`src/rtl/pipelined_csel_adder_if.sv`:
```
// Operand/result handshake bundle for pipelined_csel_adder.
// The master drives operands and out_ready. The slave (the adder) returns
// in_ready and the result.
interface pipelined_csel_adder_if #(
  parameter int WIDTH = 64
);
  logic             in_valid;
  logic             in_ready;
  logic [WIDTH-1:0] a;
  logic [WIDTH-1:0] b;
  logic             cin;
  logic             sub;
  logic             out_valid;
  logic             out_ready;
  logic [WIDTH-1:0] sum;
  logic             c_out;
  logic             ovf;

  modport master (
    output in_valid, a, b, cin, sub, out_ready,
    input  in_ready, out_valid, sum, c_out, ovf
  );

  modport slave (
    input  in_valid, a, b, cin, sub, out_ready,
    output in_ready, out_valid, sum, c_out, ovf
  );
endinterface

```
`src/rtl/pipelined_csel_adder.sv`:
```
// Pipelined WIDTH-bit adder/subtractor. Each stage resolves one BLK-bit slice.
// Stage k holds:
//   - sum slices 0..k, already resolved;
//   - the registered carry out of slice k;
//   - the operand slices still pending, shifted down so that the next slice
//     to resolve always sits in bits [BLK-1:0].
// Stalls are handled by a per-stage enable that lets bubbles collapse.
// The enable is combinational from out_ready back to in_ready.
module pipelined_csel_adder #(
  parameter int WIDTH = 64,
  parameter int BLK   = 16
) (
  input logic                  clk,
  input logic                  rst,
  pipelined_csel_adder_if.slave bus
);

  localparam int NBLK = WIDTH / BLK;

  if (WIDTH % BLK != 0) begin : g_bad_width
    $error("pipelined_csel_adder: WIDTH must be a multiple of BLK");
  end

  logic             v      [NBLK];
  logic             st_c   [NBLK];
  logic [WIDTH-1:0] st_sum [NBLK];
  logic [WIDTH-1:0] st_pa  [NBLK];
  logic [WIDTH-1:0] st_pb  [NBLK];
  logic [NBLK-1:0]  en;
  logic             full_acc;
  logic             c_msb;
  logic             in_ready_i;
  logic [WIDTH-1:0] b_eff;
  logic             cin_eff;

  assign b_eff   = bus.sub ? ~bus.b : bus.b;
  assign cin_eff = bus.cin ^ bus.sub;

  // A stage may load unless it and every stage downstream of it are full
  // while the consumer is stalling.
  always_comb begin
    full_acc = 1'b1;
    en       = '0;
    for (int k = NBLK - 1; k >= 0; k--) begin
      full_acc = full_acc & v[k];
      en[k]    = bus.out_ready | ~full_acc;
    end
  end

  assign in_ready_i = en[0] & ~rst;

  for (genvar k = 0; k < NBLK; k++) begin : g_stage
    logic             src_v;
    logic             src_c;
    logic [WIDTH-1:0] src_sum;
    logic [WIDTH-1:0] src_pa;
    logic [WIDTH-1:0] src_pb;
    logic [WIDTH-1:0] nxt_sum;
    logic [BLK:0]     slice;

    if (k == 0) begin : g_head
      assign src_v   = bus.in_valid & in_ready_i;
      assign src_c   = cin_eff;
      assign src_sum = '0;
      assign src_pa  = bus.a;
      assign src_pb  = b_eff;
    end else begin : g_tail
      assign src_v   = v[k-1];
      assign src_c   = st_c[k-1];
      assign src_sum = st_sum[k-1];
      assign src_pa  = st_pa[k-1];
      assign src_pb  = st_pb[k-1];
    end

    assign slice = {1'b0, src_pa[BLK-1:0]} + {1'b0, src_pb[BLK-1:0]}
                 + {{BLK{1'b0}}, src_c};

    // Merge the freshly resolved slice into the partial sum from upstream.
    always_comb begin
      nxt_sum = src_sum;
      nxt_sum[k*BLK +: BLK] = slice[BLK-1:0];
    end

    // Stage register: load upstream contents whenever this stage is enabled.
    always_ff @(posedge clk) begin
      if (rst) begin
        v[k]      <= 1'b0;
        st_c[k]   <= 1'b0;
        st_sum[k] <= '0;
        st_pa[k]  <= '0;
        st_pb[k]  <= '0;
      end else if (en[k]) begin
        v[k]      <= src_v;
        st_c[k]   <= slice[BLK];
        st_sum[k] <= nxt_sum;
        st_pa[k]  <= src_pa >> BLK;
        st_pb[k]  <= src_pb >> BLK;
      end
    end

    if (k == NBLK - 1) begin : g_last
      // Carry into the MSB, recovered from the MSB sum bit, feeds overflow.
      always_ff @(posedge clk) begin
        if (rst) begin
          c_msb <= 1'b0;
        end else if (en[k]) begin
          c_msb <= src_pa[BLK-1] ^ src_pb[BLK-1] ^ slice[BLK-1];
        end
      end
    end
  end

  assign bus.in_ready  = in_ready_i;
  assign bus.out_valid = v[NBLK-1];
  assign bus.sum       = st_sum[NBLK-1];
  assign bus.c_out     = st_c[NBLK-1];
  assign bus.ovf       = c_msb ^ st_c[NBLK-1];

endmodule

```
`src/flat_wrapper.sv`:
```
// flat-port wrapper written by rule: the top's interface ports become plain ports
module pipelined_csel_adder_flat 
#(
  parameter int WIDTH = 64,
  parameter int BLK   = 16
)
  (clk, rst, bus_in_valid, bus_a, bus_b, bus_cin, bus_sub, bus_out_ready, bus_in_ready, bus_out_valid, bus_sum, bus_c_out, bus_ovf);
  pipelined_csel_adder_if #(.WIDTH(WIDTH)) bus_i ();
  input logic clk;
  input logic rst;
  input wire logic [$bits(bus_i.in_valid)-1:0] bus_in_valid;
  input wire logic [$bits(bus_i.a)-1:0] bus_a;
  input wire logic [$bits(bus_i.b)-1:0] bus_b;
  input wire logic [$bits(bus_i.cin)-1:0] bus_cin;
  input wire logic [$bits(bus_i.sub)-1:0] bus_sub;
  input wire logic [$bits(bus_i.out_ready)-1:0] bus_out_ready;
  output wire logic [$bits(bus_i.in_ready)-1:0] bus_in_ready;
  output wire logic [$bits(bus_i.out_valid)-1:0] bus_out_valid;
  output wire logic [$bits(bus_i.sum)-1:0] bus_sum;
  output wire logic [$bits(bus_i.c_out)-1:0] bus_c_out;
  output wire logic [$bits(bus_i.ovf)-1:0] bus_ovf;
  assign bus_i.in_valid = bus_in_valid;
  assign bus_i.a = bus_a;
  assign bus_i.b = bus_b;
  assign bus_i.cin = bus_cin;
  assign bus_i.sub = bus_sub;
  assign bus_i.out_ready = bus_out_ready;
  assign bus_in_ready = bus_i.in_ready;
  assign bus_out_valid = bus_i.out_valid;
  assign bus_sum = bus_i.sum;
  assign bus_c_out = bus_i.c_out;
  assign bus_ovf = bus_i.ovf;
  pipelined_csel_adder #(.WIDTH(WIDTH), .BLK(BLK)) u_core (.clk(clk), .rst(rst), .bus(bus_i));
endmodule
```
`config.mk`:
```
export PLATFORM = sky130hd
export DESIGN_NAME = pipelined_csel_adder_flat
export DESIGN_NICKNAME = d
export VERILOG_FILES = /design/src/rtl/pipelined_csel_adder_if.sv /design/src/rtl/pipelined_csel_adder.sv /design/src/flat_wrapper.sv
export SDC_FILE = /design/constraint.sdc
export NUM_CORES = 1
export LEC_CHECK = 0
export ABC_AREA = 1
export ABC_CLOCK_PERIOD_IN_PS = 4650
export CAP_MARGIN = 20
export CORE_UTILIZATION = 40
export DETAILED_ROUTE_END_ITERATION = 6
export GPL_TIMING_DRIVEN = 0
export PLACE_DENSITY = 0.57
export SYNTH_ARGS = -nofsm -noshare
export SYNTH_HDL_FRONTEND = slang
export SYNTH_SLANG_ARGS = --single-unit
```
`constraint.sdc`:
```
create_clock -name clk -period 4.65 [get_ports clk]
set_input_delay 0.465 -clock clk [delete_from_list [all_inputs] [get_ports clk]]
set_output_delay 0.465 -clock clk [all_outputs]
set_load 0.02 [all_outputs]
```
==> results_dict.tcl, run 1 <==
set metrics [dict create \
    power.leakage_nw 9.97 \
    vias 12100 \
    die_w_um 213 \
    start_kind "register" \
    fillers 4216 \
    crit_required_ps 4180 \
    slew-limit-headroom 0.356 \
    wl_per_cell_um 13.6 \
    htreeDepth 2 \
    grt_max_degree 66 \
    clock_latency_ps 540 \
    cellPowerDensity_nw_per_um2 346 \
    fp-row-count 77 \
    gp_congestion 0.858 \
    path_class "register to output port" \
    netlist_instances 1867 \
    timing.final.crit_share 0.685 \
    syn_area_um2 17800 \
    hp-class "register to register" \
    cts_made_buffers 38 \
    setup_violations 0 \
    final_nets 2313 \
    first_pass_iters 7 \
    grt_pass1_wl_mm 58.0 \
    run_status "finished with violations" \
    cts_resized 0 \
    clockBufferDepth 3 \
    synth_nets 2069 \
    dpl.hpwl_mm 27.7 \
    cts_sinks 361 \
    first_iter_violations 549 \
    wirelength_mm 37.1 \
    initial_core_util 0.404 \
    cts.clk_slew.worst_paths_ps 60 \
    synth_common_cells "inv_1 (418), nor2_1 (392), edfxtp_1 (360), nand2_1 (326), a21oi_1 (71)" \
    die_y_um 213 \
    gr-total-overflow 0 \
    cap_violations 0 \
    yosysTopAreaCell "edfxtp_1" \
    rsz0062_at_grt "false" \
    grt_pass1_vias 11400 \
    cp-end-kind "output port" \
    slew_violations 0 \
    async_flop_share 0 \
    yosys-top-cells-area "edfxtp_1 (61%), inv_1 (8.8%), nor2_1 (8.2%), nand2_1 (6.9%), ha_1 (4.2%)" \
    root_buffer "clkbuf_16" \
    peakVddDrop_mv 0.195 \
    final_area_um2 21900 \
    avgViaCountPerCell 4.42 \
    synth_area_per_cell_um2 9.55 \
    grt_antenna_before_repair 0 \
    fin_crit_ps 3190 \
    die_area_um2 45400 \
    synth_most_common_cell "inv_1" \
    antenna_left 0 \
    synth_flop_cell "edfxtp_1" \
    max_freq_mhz 314 \
    yosysTopAreaCellShare 0.606 \
    ios 202 \
    synthToLayoutAreaGrowth_pct 22.7 \
    core_area_um2 44100 \
    cts_hold_buf 0 \
    multi_input_area_um2 5240 \
    cts_setup_buffers 0 \
    skew_ps 14.9 \
    cts_tree "yes" \
    synth-seq-area-share 0.607 \
    drc 1 \
    synth.distinct_cells 28 \
    placed_cell_area_um2 20700 \
    final_hold_viol_count 0 \
    portBuffers 200 \
    synth_warnings 0 \
    regArea_um2 10800 \
    critical_path.max_fanout 10 \
    drive_above_1_share 0.0458 \
    ys_ff_latch 361 \
    synth_edf_count 360 \
    track_usage 0.167 \
    power_mw 7.56 \
    violations "design-rule violations" \
    crit_arrival_ps 2720 \
    worst_slew_pin_slew_ps 966 \
]
## through the flow
step	instances	util	setup WS [ps]	setup TNS (ps)	hold WS [ps]
after detailed placement	2663	0.469	1340	0	477
after CTS	2731	0.496	1470	0	485
after global placement	2659	0.466	-1520	-258960	479
after global routing	2731	0.496	1330	0	526
after floorplan	1867	-	578	0	459
final	2732	0.496	1460	0	485
## layout by cell type (no fill, tap or decap), types with 10 or more instances in the layout
cell type,count
xor2_1,18
o21ai_0,24
nor2_1,392
clkbuf_1,20
xnor2_1,50
clkdlybuf4s50_1,200
clkbuf_16,39
edfxtp_1,360
nand3_1,49
nand2_1,323
ha_1,60
a21oi_1,71
buf_2,21
and2_1,10
inv_1,418
## metal layers
layer,track usage,part of all wire
met5,0,0
met4,0.0640,0.029
met3,0.0284,0.046
met2,0.294,0.49
met1,0.205,0.44
## where the power goes
group          internal, mW  switching [mW]  total (mW)
Combinational         0.375           0.488       0.862
Sequential             3.78          0.0567        3.84
Clock                  1.64            1.22        2.86
Total                  5.80            1.76        7.56
## state kept, by name, indices dropped and copies added, names as in the netlist
name / flops
u_core.st_pa: 96
u_core.st_pb: 96
u_core.st_c: 4
u_core.st_sum: 160
u_core.c_msb: 1
u_core.v: 4
## area by class of cell
cell class,instances,area share
antenna,1,0.000114
multi-input combinational,1042,0.239
buffer,43,0.0101
timing repair buffer,204,0.0962
sequential,361,0.495
clock buffer,45,0.0456
clock inverter,23,0.00749
inverter,421,0.0722
tap,592,0.0339
## critical path, cell delays in order, from the launching register on
cell and delay (ps):
edfxtp_1 420, nand2_1 90, nor2_2 310, nand2_1 120, nor2_1 270, nor2_2 160, buf_2 220, clkdlybuf4s50_1 580
## worst paths after layout
| kind | startpoint | end | slack [ps] | depth (start not counted) |
|---|---|---|---|---|
| setup / recovery | u_core.v[1][0] | bus_in_ready | 1460 | 7 |
| setup reg to reg | u_core.v[1][0] | u_core.st_pb[0][9] | 2070 | 6 |
| hold / removal | u_core.c_msb | u_core.c_msb | 480 | 2 |
| hold reg to reg | u_core.c_msb | u_core.c_msb | 480 | 2 |
## cell families (layout without fill, tap and decap cells)
| logic type | count (synthesis) | in the layout | synth area share |
|---|---|---|---|
| AND/OR/NAND/NOR | 804 | 804 | 0.178 |
| buffers and inverters | 464 | 736 | 0.101 |
| flip-flops | 361 | 361 | 0.607 |
| AO/OA/AOI/OAI | 102 | 102 | 0.0295 |
| adder cells (fa/ha/maj) | 68 | 68 | 0.0511 |
| XOR/XNOR | 68 | 68 | 0.0334 |
| other | 0 | 1 | 0 |
Power figures use the tool's default switching activity.
==> run 2: changes to the inputs <==
Settings changed: ABC_CLOCK_PERIOD_IN_PS 4650 to 2550, PLACE_DENSITY 0.57 to 0.59.
Clock period 4.65 ns to 2.55 ns, I/O delays scaled along.
==> run 2 against run 1 <==
Effect of this change:
- the flow now finishes without violations
- final area unchanged
- clock power up 84%
- largest power group unchanged
- flip-flop and latch count unchanged
- critical endpoint unchanged
- largest cell class unchanged
- combinational power up 82%
- utilization unchanged
- via count up 0.34%
==> results_dict.tcl, run 2 (synthesis gave the netlist of run 1 again) <==
set metrics [dict create \
    power.leakage_nw 9.95 \
    grt_max_degree 115 \
    start_kind "register" \
    fillers 4196 \
    ios 202 \
    max_freq_mhz 406 \
    reg_top3 "u_core.st_sum x160, u_core.st_pa x96, u_core.st_pb x96" \
    final_nets 2314 \
    max_stage_delay_ps 430 \
    grt_pass1_vias 11500 \
    crit_arrival_ps 2210 \
    final_cell_mix "inv_1 (418), nor2_1 (391), edfxtp_1 (360)" \
    cap_violations 0 \
    hp-class "primary input to register" \
    whs_ps 301 \
    cts_hold_buf 0 \
    gp_congestion 0.878 \
    vias 12100 \
    grt_antenna_before_repair 0 \
    cts_made_buffers 39 \
    cellPowerDensity_nw_per_um2 632 \
    layout_commonest_cell "inv_1" \
    slew_violations 0 \
    die_area_um2 45400 \
    drc 0 \
    track_usage 0.166 \
    wirelength_mm 36.9 \
    critical_path.max_fanout 10 \
    critical_path.most_common_cell "nor2_4" \
    core_area_um2 44100 \
    multi_input_area_um2 5270 \
    peakVddDrop_mv 0.452 \
    timing.final.crit_share 0.966 \
    portBuffers 200 \
    clock_latency_ps 550 \
    final_hold_viol_count 0 \
    drive_above_1_share 0.0444 \
    cts.clk_slew.worst_paths_ps 60 \
    grt_pass1_wl_mm 57.4 \
    synthToLayoutAreaGrowth_pct 22.7 \
    largest_register "u_core.st_sum" \
    first_pass_iters 5 \
    gr-total-overflow 0 \
    worst_slew_pin_slew_ps 934 \
    fin_crit_ps 2460 \
    first_iter_violations 540 \
    crit_required_ps 2300 \
    path_class "register to output port" \
    dpl_worst_slack_ps -535 \
    cts_tree "yes" \
    regArea_um2 10800 \
    clockBufferDepth 3 \
    dpl.hpwl_mm 27.1 \
    setup_slack_ps 87.5 \
    die_w_um 213 \
    skew_ps 27.1 \
    rsz0062_at_grt "false" \
    setup_violations 0 \
    largest_reg_flops 160 \
    run_status "finished, final reports clean" \
    antenna_left 0 \
    htreeDepth 2 \
    cp-end-kind "output port" \
    avgViaCountPerCell 4.43 \
    wl_per_cell_um 13.5 \
    cp_cell_sequence "nand2_1 -> nor2_4 -> nand2_1 -> nor2_4 -> nor2_4 -> buf_2 -> clkdlybuf4s15_1" \
    cts_sinks 361 \
    slew-limit-headroom 0.378 \
    die_y_um 213 \
    fp-row-count 77 \
    initial_core_util 0.404 \
    cp_slowest_cell "edfxtp_1" \
    root_buffer "clkbuf_16" \
    antenna_cells 0 \
]
==> run 2: worst max-delay path, delay by kind of cell, from the launching register on <==
family,cells,cell delay [ps]
buffers and inverters,2,620
flip-flops,1,430
AND/OR/NAND/NOR,5,610
==> run 2: timing repair <==
action / 4_1_cts / 5_1_grt
gates resized for setup: 5 / 3
pin swaps: 0 / 1
buffers inserted: 0 / 2
setup endpoints to repair: 1 / 3
==> run 2: stage by stage <==
stage                     instance area [µm²]  TNS [ps]   util  power, mW  instances
after floorplan                         17900         0      -       8.08       1867
after global placement                  20600   -217520  0.467       8.69       2659
after detailed placement                20700    -26840  0.468       8.71       2661
after CTS                               21900         0  0.495       14.0       2729
after global routing                    21900         0  0.496       14.4       2731
final                                   21900         0  0.496       13.8       2731
==> run 2: final timing paths <==
check	from	to	slack (ps)	cells past startpoint
worst max-delay path	u_core.v[1][0]	bus_in_ready	90	7
worst min-delay path	bus_sub	u_core.st_pb[0][9]	300	3
worst max register to register	u_core.st_pb[0][48]	u_core.st_sum[2][40]	330	9
worst min register to register	u_core.c_msb	u_core.c_msb	490	2
==> run 2: area by class of cell <==
| cell class | instances | share of cell area |
|---|---|---|
| inverter | 421 | 0.0722 |
| tap | 592 | 0.0339 |
| timing repair buffer | 204 | 0.0944 |
| clock buffer | 50 | 0.0484 |
| multi-input combinational | 1042 | 0.241 |
| buffer | 43 | 0.0103 |
| clock inverter | 18 | 0.00520 |
| sequential | 361 | 0.495 |
==> run 2: power by group <==
part	total [mW]	internal, mW	switching [mW]	leakage [nW]
sequential	7.00	6.90	0.0993	4.29
clock	5.25	3.03	2.22	0.574
combinational	1.57	0.683	0.892	5.08
==> run 2: metal layers <==
layer	share of wire	vias up	global-route usage
li1	-	6294	-
met1	0.42	5526	0.195
met2	0.50	231	0.299
met3	0.050	56	0.0329
met4	0.025	0	0.0576
met5	0	-	0
==> run 3: changes to the inputs <==
Settings changed: GPL_ROUTABILITY_DRIVEN from default to 0.
==> run 3 against run 2 <==
Effect of this change:
- sequential power is essentially flat
- fmax grew 2.2%
- sequential share of layout area is essentially flat
- clock skew shrank 7.7 ps
- worst setup slack gained 53 ps
- wire length shrank 2.3%
- global-route usage shrank 0.27 points
==> results_dict.tcl, run 3 (synthesis gave the netlist of run 1 again) <==
set metrics [dict create \
    placed_cell_area_um2 20700 \
    layout_commonest_cell "inv_1" \
    cts_tree "yes" \
    track_usage 0.163 \
    final_cell_mix "inv_1 (418), nor2_1 (391), edfxtp_1 (360)" \
    slew-limit-headroom 0.393 \
    initial_core_util 0.404 \
    whs_ps 339 \
    wirelength_mm 36.1 \
    fin_crit_ps 2410 \
    grt_max_degree 115 \
    slew_violations 0 \
    final_hold_viol_count 0 \
    htreeDepth 2 \
    crit_arrival_ps 2700 \
    power_mw 13.9 \
    fin_setup_tns_ps 0 \
    drive_above_1_share 0.0458 \
    switchingPower_mw 3.18 \
    portBuffers 200 \
    die_area_um2 45400 \
    critical_path.max_fanout 10 \
    grt_pass1_wl_mm 56.9 \
    max_stage_delay_ps 490 \
    critical_path.most_common_cell "nand3_1" \
    path_class "primary input to register" \
    use_met1 0.194 \
    first_iter_violations 525 \
    setup_violations 0 \
    gr-usage-met3 0.0303 \
    p_int_mw 10.7 \
    synthToLayoutAreaGrowth_pct 22.8 \
    cp_cell_sequence "buf_2 -> clkbuf_4 -> xor2_1 -> fa_1 -> fa_1 -> nand3_1 -> nand3_1 -> nand3_1 -> nand3_1 -> a21oi_1 -> nor2_1" \
    avgViaCountPerCell 4.38 \
    vias 12000 \
    crit_required_ps 2840 \
    cellPowerDensity_nw_per_um2 635 \
    met2_usage 0.295 \
    start_kind "primary input" \
    clockBufferDepth 3 \
    timing.final.crit_share 0.945 \
    critical_path_buf_inv_count 2 \
    largest_reg_flops 160 \
    cap_violations 0 \
    hp-class "primary input to register" \
    grt_most_used_layer "met2" \
    ios 202 \
    largest_register "u_core.st_sum" \
    fp-row-count 77 \
    root_buffer "clkbuf_16" \
    final_nets 2313 \
    cp_slowest_cell "fa_1" \
    run_status "finished, final reports clean" \
    comb_power_share 0.113 \
    clock_latency_ps 540 \
    worst_slew_pin_slew_ps 910 \
    clock_power_share 0.384 \
    antenna_left 0 \
    first_pass_iters 5 \
    reg_top3 "u_core.st_sum x160, u_core.st_pa x96, u_core.st_pb x96" \
    dpl.hpwl_mm 26.6 \
    cts_made_buffers 39 \
    grt_antenna_before_repair 1 \
    skew_ps 19.4 \
    rsz0062_at_grt "false" \
    core_area_um2 44100 \
    max_freq_mhz 415 \
    swShare 0.229 \
    seq_power_share 0.503 \
    fillers 4153 \
    cts.clk_slew.worst_paths_ps 60 \
    peakVddDrop_mv 0.339 \
    antenna_cells 0 \
    path_delay_family "adder cells" \
    cp-end-kind "register" \
    power.leakage_nw 9.96 \
    die_w_um 213 \
    drc 0 \
    cts_sinks 361 \
    wl_per_cell_um 13.2 \
    setup_slack_ps 141 \
    die_y_um 213 \
    dpl_worst_slack_ps -529 \
    grt_pass1_vias 11500 \
    gr-total-overflow 0 \
    final_area_um2 21900 \
]
==> run 3: through the flow <==
step | utilization | instances
after global placement | 0.467 | 2659
final | 0.496 | 2731
after detailed placement | 0.469 | 2661
after global routing | 0.496 | 2731
after CTS | 0.496 | 2730
after floorplan | - | 1867
==> run 3: metal layers <==
| layer | share of wire | routed length, µm |
|---|---|---|
| met5 | 0 | 0 |
| met4 | 0.022 | 784 |
| met3 | 0.050 | 1800 |
| met2 | 0.50 | 18100 |
| met1 | 0.43 | 15400 |
==> run 3: power groups by stage <==
| stage | Sequential, mW | Clock, mW | Combinational (mW) |
|---|---|---|---|
| detailed placement | 7.13 | 0 | 1.58 |
| floorplan | 7.16 | 0 | 0.921 |
| global placement | 7.12 | 0 | 1.56 |
| finish | 7.00 | 5.34 | 1.57 |
| CTS | 7.01 | 5.49 | 1.59 |
| global route | 7.03 | 5.70 | 1.78 |
==> run 3: final cells by class <==
type                       instances  area, µm²  share of cell area
buffer                            43        224              0.0102
clock buffer                      52       1070              0.0487
clock inverter                    17        134             0.00611
inverter                         421       1580              0.0722
multi-input combinational       1042       5270               0.240
sequential                       361      10800               0.495
tap                              592        741              0.0338
timing repair buffer             203       2060              0.0940
==> run 3: what timing repair did <==
| item | CTS | global route |
|---|---|---|
| endpoints found under the setup margin | 1 | 4 |
| gates resized for setup | 5 | 3 |
| pin swaps | 0 | 1 |
| hold buffers | 0 | 0 |
| setup buffers | 0 | 1 |
==> run 3: worst reg2reg max path: cells and delay by family (launching register included) <==
kind / cells / cell delay, ps
and+or+nand+nor: 5 / 830
buffers and inverters: 2 / 750
DFF: 1 / 390
==> run 3: worst paths after layout <==
| kind | startpoint | endpoint | slack [ps] | depth (start not counted) |
|---|---|---|---|---|
| max | bus_sub | u_core.st_c[0] | 140 | 11 |
| min | bus_sub | u_core.st_pb[0][47] | 340 | 3 |
| max reg2reg | u_core.v[1][0] | u_core.st_pa[0][72] | 330 | 7 |
| min reg2reg | u_core.c_msb | u_core.c_msb | 490 | 2 |
